### config.mk
export PLATFORM = sky130hd
export DESIGN_NAME = prga_fifo_resizer_up_flat
export DESIGN_NICKNAME = d
export VERILOG_FILES = /design/src/rtl/prga_fifo_resizer_up_pkg.sv /design/src/rtl/prga_fifo_resizer_up_if.sv /design/src/rtl/prga_fifo_lookahead_buffer.sv /design/src/rtl/prga_fifo_resizer_up.sv /design/src/flat_wrapper.sv
export SDC_FILE = /design/constraint.sdc
export NUM_CORES = 1
export LEC_CHECK = 0
export CAP_MARGIN = 20
export CORE_ASPECT_RATIO = 0.6
export CORE_UTILIZATION = 61
export CTS_BUF_LIST = sky130_fd_sc_hd__clkbuf_2
export DETAILED_ROUTE_END_ITERATION = 10
export HOLD_SLACK_MARGIN = 0.03
export PLACE_DENSITY_LB_ADDON = 0.3
export SLEW_MARGIN = 25
export SYNTH_ARGS = -nofsm -noshare
export SYNTH_HDL_FRONTEND = slang
export SYNTH_SLANG_ARGS = --single-unit
export TNS_END_PERCENT = 10
### constraint.sdc
create_clock -name clk -period 2.12 [get_ports clk]
set_clock_uncertainty 0.2 [all_clocks]
set_input_delay 0.424 -clock clk [delete_from_list [all_inputs] [get_ports clk]]
set_output_delay 0.424 -clock clk [all_outputs]
set_load 0.02 [all_outputs]
### src/rtl/prga_fifo_resizer_up_pkg.sv
// Shared constants and helpers for the upsizing FIFO resizer.
// Holds no types; all widths are derived inside the modules.
package prga_fifo_resizer_up_pkg;

   // Word counter width; keeps at least one bit for the degenerate case.
   function automatic int cnt_w(input int ratio);
      return (ratio < 2) ? 1 : $clog2(ratio);
   endfunction

endpackage

### src/rtl/prga_fifo_resizer_up_if.sv
// Bundle of the upstream (narrow, lookahead) and downstream (wide) FIFO
// signals of the resizer. master = resizer side, slave = environment side.
//   empty_i/dout_i : upstream empty flag and data   (into resizer)
//   rd_i           : upstream read strobe           (from resizer)
//   empty/dout     : downstream empty flag and word (from resizer)
//   rd             : downstream read request        (into resizer)
interface prga_fifo_resizer_up_if #(
   parameter int DATA_WIDTH = 8,
   parameter int RATIO      = 4
);
   logic                            empty_i;
   logic                            rd_i;
   logic [DATA_WIDTH-1:0]           dout_i;
   logic                            empty;
   logic                            rd;
   logic [DATA_WIDTH*RATIO-1:0]     dout;

   modport master (
      input  empty_i, dout_i, rd,
      output rd_i, empty, dout
   );

   modport slave (
      output empty_i, dout_i, rd,
      input  rd_i, empty, dout
   );
endinterface

### src/rtl/prga_fifo_lookahead_buffer.sv
// Converts between lookahead and non-lookahead FIFO read semantics.
// REVERSED=0: non-lookahead source -> lookahead sink.
// REVERSED=1: lookahead source -> non-lookahead sink (data appears after rd).
// Ports: clk, rst (sync, active-high); empty_i/rd_i/dout_i source side;
//        empty/rd/dout sink side.
module prga_fifo_lookahead_buffer #(
   parameter int DATA_WIDTH = 32,
   parameter int REVERSED   = 0
) (
   input  logic                  clk,
   input  logic                  rst,
   input  logic                  empty_i,
   output logic                  rd_i,
   input  logic [DATA_WIDTH-1:0] dout_i,
   output logic                  empty,
   input  logic                  rd,
   output logic [DATA_WIDTH-1:0] dout
);

   logic [DATA_WIDTH-1:0] dout_q, dout_d;

   if (REVERSED != 0) begin : g_rev
      assign rd_i  = rd & ~empty_i;
      assign empty = empty_i;

      // Capture the word being consumed; hold it until the next read.
      always_comb begin
         dout_d = dout_q;
         if (rd_i) dout_d = dout_i;
      end
   end else begin : g_fwd
      logic valid_q, valid_d;
      logic pend_q;

      assign empty = ~valid_q;
      // One read in flight at a time; its data lands one cycle later.
      assign rd_i  = ~rst & ~empty_i & ~pend_q & (~valid_q | rd);

      always_comb begin
         valid_d = valid_q;
         dout_d  = dout_q;
         if (rd & valid_q) valid_d = 1'b0;
         if (pend_q) begin
            valid_d = 1'b1;
            dout_d  = dout_i;
         end
      end

      always_ff @(posedge clk) begin
         if (rst) begin
            valid_q <= 1'b0;
            pend_q  <= 1'b0;
         end else begin
            valid_q <= valid_d;
            pend_q  <= rd_i;
         end
      end
   end

   assign dout = dout_q;

   always_ff @(posedge clk) begin
      if (rst) dout_q <= '0;
      else     dout_q <= dout_d;
   end

endmodule

### src/rtl/prga_fifo_resizer_up.sv
// Packs RATIO narrow words from a lookahead FIFO into one wide word.
// Ports: clk, rst (sync, active-high); bus (master modport) carries
//        empty_i/rd_i/dout_i upstream and empty/rd/dout downstream.
module prga_fifo_resizer_up
   import prga_fifo_resizer_up_pkg::*;
#(
   parameter int DATA_WIDTH = 8,
   parameter int RATIO      = 4,
   parameter int LOOKAHEAD  = 0,
   parameter int LSB_FIRST  = 1
) (
   input  logic                   clk,
   input  logic                   rst,
   prga_fifo_resizer_up_if.master bus
);

   localparam int            OW   = DATA_WIDTH * RATIO;
   localparam int            CW   = cnt_w(RATIO);
   localparam int            NC   = RATIO - 1;
   localparam logic [CW-1:0] LAST = CW'(NC);

   logic [CW-1:0]         count_q, count_d;
   logic [DATA_WIDTH-1:0] coll_q [NC];
   logic [DATA_WIDTH-1:0] coll_d [NC];
   logic [OW-1:0]         slot_q, slot_d;
   logic [OW-1:0]         packed_w;
   logic                  valid_q, valid_d;
   logic                  slot_empty;
   logic                  core_rd;
   logic                  not_last;
   logic                  consume;
   logic                  accept;

   assign slot_empty = ~valid_q;
   assign not_last   = (count_q != LAST);
   assign consume    = core_rd & valid_q;
   // The final word may only be taken if the slot is free by this edge.
   assign accept     = ~rst & ~bus.empty_i & (not_last | ~valid_q | consume);
   assign bus.rd_i   = accept;

   // Word k goes to lane k (LSB first) or lane RATIO-1-k (MSB first).
   always_comb begin
      packed_w = '0;
      for (int k = 0; k < NC; k++) begin
         packed_w[((LSB_FIRST != 0) ? k : NC - k) * DATA_WIDTH +: DATA_WIDTH]
            = coll_q[k];
      end
      packed_w[((LSB_FIRST != 0) ? NC : 0) * DATA_WIDTH +: DATA_WIDTH]
         = bus.dout_i;
   end

   always_comb begin
      count_d = count_q;
      coll_d  = coll_q;
      slot_d  = slot_q;
      valid_d = valid_q;
      if (consume) valid_d = 1'b0;
      if (accept) begin
         if (not_last) begin
            for (int i = 0; i < NC; i++) begin
               if (count_q == CW'(i)) coll_d[i] = bus.dout_i;
            end
            count_d = count_q + CW'(1);
         end else begin
            slot_d  = packed_w;
            valid_d = 1'b1;
            count_d = '0;
         end
      end
   end

   always_ff @(posedge clk) begin
      if (rst) begin
         count_q <= '0;
         coll_q  <= '{default: '0};
         slot_q  <= '0;
         valid_q <= 1'b0;
      end else begin
         count_q <= count_d;
         coll_q  <= coll_d;
         slot_q  <= slot_d;
         valid_q <= valid_d;
      end
   end

   if (LOOKAHEAD != 0) begin : g_la
      assign bus.empty = slot_empty;
      assign bus.dout  = slot_q;
      assign core_rd   = bus.rd;
   end else begin : g_nla
      prga_fifo_lookahead_buffer #(
         .DATA_WIDTH (OW),
         .REVERSED   (1)
      ) u_buf (
         .clk     (clk),
         .rst     (rst),
         .empty_i (slot_empty),
         .rd_i    (core_rd),
         .dout_i  (slot_q),
         .empty   (bus.empty),
         .rd      (bus.rd),
         .dout    (bus.dout)
      );
   end

endmodule

### src/flat_wrapper.sv
// flat-port wrapper written by rule: the top's interface ports become plain ports
module prga_fifo_resizer_up_flat import prga_fifo_resizer_up_pkg::*;
#(
   parameter int DATA_WIDTH = 8,
   parameter int RATIO      = 4,
   parameter int LOOKAHEAD  = 0,
   parameter int LSB_FIRST  = 1
)
  (clk, rst, bus_empty_i, bus_dout_i, bus_rd, bus_rd_i, bus_empty, bus_dout);
  prga_fifo_resizer_up_if #(.DATA_WIDTH(DATA_WIDTH), .RATIO(RATIO)) bus_i ();
  input  logic clk;
  input  logic rst;
  input wire logic [$bits(bus_i.empty_i)-1:0] bus_empty_i;
  input wire logic [$bits(bus_i.dout_i)-1:0] bus_dout_i;
  input wire logic [$bits(bus_i.rd)-1:0] bus_rd;
  output wire logic [$bits(bus_i.rd_i)-1:0] bus_rd_i;
  output wire logic [$bits(bus_i.empty)-1:0] bus_empty;
  output wire logic [$bits(bus_i.dout)-1:0] bus_dout;
  assign bus_i.empty_i = bus_empty_i;
  assign bus_i.dout_i = bus_dout_i;
  assign bus_i.rd = bus_rd;
  assign bus_rd_i = bus_i.rd_i;
  assign bus_empty = bus_i.empty;
  assign bus_dout = bus_i.dout;
  prga_fifo_resizer_up #(.DATA_WIDTH(DATA_WIDTH), .RATIO(RATIO), .LOOKAHEAD(LOOKAHEAD), .LSB_FIRST(LSB_FIRST)) u_core (.clk(clk), .rst(rst), .bus(bus_i));
endmodule
# Yosys cells after proc, flatten, opt, wreduce, memory -nomap -nowiden
# Cells that the tools add are included.
# totals
ff_bits,91
inputBits,12
wordCells,30
out_inout_bits,34
# op_classes
n_eq_ne,3
n_reduce_logical,5
muxes,4
n_addsub,1
bitwise,10
# ops
op,count
AND reduction 3 bit,3
AND 1 bit,4
inverter 1 bit,4
two-way mux 1 bit,3
"adder 2 x 1 -> 2 bit, second input constant",1
"equality test 2 x 1 -> 1 bit, second input constant",1
"equality test 2 bit, second input constant",1
zero test 2 bit,1
two-way mux 2 bit,1
"!= test 2 bit, second input constant",1
bitwise OR 1 bit,2
AND reduction 2 bit,1

# Logic depth before layout (Yosys ltp)
# logic_depth
depth_word,5
depth_mapped,5
mapped_depth_nobuf,4

# Modules after synthesis
# A second synthesis with hierarchy kept.
# unflattened
hier_cells,360
area_unflattened_um2,4088.9
# modules_own_cells
mod,n_inst,cells_each,area_each_um2,seq_area_each_um2
prga_fifo_resizer_up,1,214,2466.1,1181.1
prga_fifo_lookahead_buffer,1,146,1622.8,640.6

# Least setup slack after synthesis
# Ideal clock, no wire load.
# synth_timing
kind,register -> output
start,register u_core.count_q[0]
end,output bus_rd_i
arrival_time_ns,1.010
path_buffers,0
required_ns,1.496
setup_slack_ns,0.486
stages_incl_launch_ff,4
path_cell_list,dfxtp_1 > ha_1 > nand3b_2 > and2_1
# synth_between
elab_chain_len,4
# synth_lines
item,line,text
start: declaration,prga_fifo_resizer_up.sv:22,"logic [CW-1:0] count_q, count_d;"
start signal: assignment,prga_fifo_resizer_up.sv:79,count_q <= count_d;
!= test 2 bit,prga_fifo_resizer_up.sv:35,assign not_last = (count_q != LAST);
bitwise OR 1 bit (2 in series),prga_fifo_resizer_up.sv:38,assign accept = ~rst & ~bus.empty_i & (not_last | ~valid_q | consume);
AND 1 bit,prga_fifo_resizer_up.sv:38,
end: declaration,flat_wrapper.sv:16,output wire logic [$bits(bus_i.rd_i)-1:0] bus_rd_i;
# Every way passes these cells.

# Worst setup path in the final report
# layout_timing
start,register u_core.count_q[1]
end,output bus_rd_i
# The elaborated chain is that of the path after synthesis.

==> metrics <==
status=finished clean; Layout area overhead=18.6%; sw frac=0.239; area of the multi-input gates=roughly 0.0015 sq mm; residual DRC count=0; register area=around 0.0018 sq mm; CTS tree=built; Routed WL=about 6900 um; CTS Sinks=a little over 90; initial antenna violation count=0; DP HPWL=4370 um; syn_nets=between 300 and 400; share of total power in the clock network=0.291; Post-DP Area=between 0.003 and 0.004 sq mm; Layout Nets=about 420; Num CTS Buffers=9; CP endpoint kind=output pin; final setup vio count=0; post-synth top area share=0.527; gate count after technology mapping=350; FFs w/ async S/R, synth=0; Comb pwr share=0.070; FP Rows=20; critical path arrival=~1.4 ns; Internal=2100 uW; Hold WS=~0.16 ns; pin count of the biggest net entering global routing=slightly above 90; H-tree levels=3; final instance area=between 0.004 and 0.005 sq mm; chip height=60.3 um; Yosys reg bits=slightly above 90; placed insts=approximately 450; Synth Flop Type=dfxtp_1; Leakage=about 0.0020 uW; unique cell type count in the Yosys netlist=19; Synth Cell Area=0.00346 sq mm; HP Class=input port to flip-flop; Final min period=2.06 ns; crit-path max FO=2; Die W=99.2 um; Setup TNS=0 ns; DR WL/cell=between 10 and 15 um; post-synthesis sequential area ratio=0.527; clock transition at the registers of the reported paths=about 0.21 ns; Skew-Pair Late Insertion Delay=0.52 ns; Yosys warnings=0; layout cell share with drive strength beyond 1=0.0943; total number of vias=between 2k and 2.5k; Psw=between 600 and 700 uW; aggregate global routing overflow=0; Final Max Slew Viols=0; CORE AREA=0.00526 sq mm; drt first pass iters=4; Worst VDD drop=around 0.0004 V; Post-synth EDFFs=0; vias in the first global route=between 2k and 2.5k; Synth area leader=dfxtp_1; syn avg cell area=9.88 sq um; Hold-fix buffers, CTS=0; routed vias/inst=roughly 5.2; Pwr Density=slightly below 700 mW/mm^2; non-filler cells, final=between 400 and 500; Final period util=0.972; WP data required=about 1.5 ns; Slew HR=0.519; final antenna diode count=0; Post-DRT Antenna Nets=0; total power=2760 uW; Ports=46; startpoint types=flip-flop; gr usage total=0.253; FILL cells=between 300 and 400; part of the power in registers=0.639; port bufs=45; GPL Wtd Cong=approximately 0.73; RSZ-0062 raised after global routing=true; Total Die Area=0.00598 sq mm; Least-Margin Pin Slew=about 0.72 ns; top cells by area, synth=dfxtp_1, mux2i_1, nand2b_1, nand2_1, a21oi_1; Final Hold Viols=0; Initial Util=0.658; WS Path Type=flip-flop to output pin; Bufs on Longest Clock Path=2; f_max=between 400 and 500 MHz; first-pass GRT wire length=roughly 11,000 um; DR iter-0 viols=between 100 and 150; # Max-Cap Violations=0; clock root buffer=clkbuf_2
==> cells by family after synthesis <==
| kind of cell | after synthesis | synth area share |
|---|---|---|
| buffers and inverters | 31 | 0.0434 |
| flip-flops | 91 | 0.527 |
| adder cells (fa/ha/maj) | 4 | 0.0145 |
| AND/OR/NAND/NOR | 133 | 0.201 |
| multiplexers | 56 | 0.162 |
| AO/OA/AOI/OAI | 35 | 0.0521 |
==> cell usage after synthesis (2+ instances only) <==
| library cell | count |
|---|---|
| o31ai_1 | 2 |
| dfxtp_1 | 91 |
| buf_1 | 3 |
| clkbuf_1 | 5 |
| a21oi_1 | 33 |
| buf_2 | 9 |
| nand2_1 | 66 |
| nand2b_1 | 57 |
| and2_1 | 2 |
| inv_1 | 11 |
| buf_6 | 3 |
| ha_1 | 4 |
| mux2i_1 | 56 |
| nand3_2 | 3 |
==> worst max-delay path, stage by stage (launching register included) <==
cell and delay (ns):
dfxtp_2 0.41, ha_4 0.16, nand3b_4 0.07, and2_4 0.15, buf_6 0.12
==> final timing paths <==
path                                         from  slack [ns]                           to  depth (start not counted)
worst max-delay path            u_core.count_q[1]        0.06                     bus_rd_i                          4
worst min-delay path                          rst        0.16            u_core.count_q[1]                          5
worst max register to register  u_core.count_q[0]        0.51             u_core.coll_q[6]                          5
worst min register to register  u_core.slot_q[10]        0.25  u_core.g_nla.u_buf.dout[10]                          2
==> metal layers <==
| layer | track usage | up-vias | part of all wire |
|---|---|---|---|
| met5 | 0 | - | 0 |
| met1 | 0.308 | 1179 | 0.47 |
| met4 | 0.0819 | 0 | 0.0055 |
| met3 | 0.0702 | 5 | 0.036 |
| met2 | 0.448 | 44 | 0.48 |
| li1 | - | 1231 | - |
==> sequential cells by signal, indices dropped and copies added, names as in the netlist <==
name and count:
u_core.valid_q 1, u_core.coll_q 24, u_core.count_q 2, u_core.g_nla.u_buf.dout 32, u_core.slot_q 32
==> power by group through the flow <==
| stage | registers, uW | clock network [uW] | logic, uW |
|---|---|---|---|
| 2_1_floorplan | 1790 | 0 | 119 |
| 3_3_place_gp | 1790 | 0 | 169 |
| 3_5_place_dp | 1800 | 0 | 174 |
| 4_1_cts | 1770 | 820 | 187 |
| 5_1_grt | 1770 | 891 | 207 |
| 6_report | 1770 | 805 | 192 |
==> repair_timing <==
action	4_1_cts	5_1_grt
pin swaps	0	2
buffers inserted	2	1
endpoints found under the setup margin	34	1
gates resized for setup	42	3
==> layout make-up <==
| cell class | instances | area share |
|---|---|---|
| multi-input combinational | 228 | 0.368 |
| tap | 66 | 0.0201 |
| sequential | 91 | 0.445 |
| clock buffer | 9 | 0.0110 |
| clock inverter | 6 | 0.0137 |
| timing repair buffer | 58 | 0.132 |
| inverter | 11 | 0.0101 |
==> metrics by stage <==
| stage | util | setup slack [ns] |
|---|---|---|
| floorplan | - | 0.486 |
| global route | 0.780 | -0.0379 |
| global placement | 0.759 | -0.255 |
| CTS | 0.776 | -0.0469 |
| finish | 0.780 | 0.0603 |
| detailed placement | 0.759 | -0.296 |
==> cell usage in the layout, fill, tap and decap left out, types with 3 or more instances in the layout <==
master,n
a21oi_1,33
clkdlybuf4s50_1,10
nand3_2,3
dlygate4sd2_1,33
mux2i_1,56
clkbuf_2,9
dfxtp_1,89
nand2b_1,57
buf_12,3
inv_1,11
buf_4,10
ha_1,3
nand2_1,66
Power figures use the tool's default switching activity.
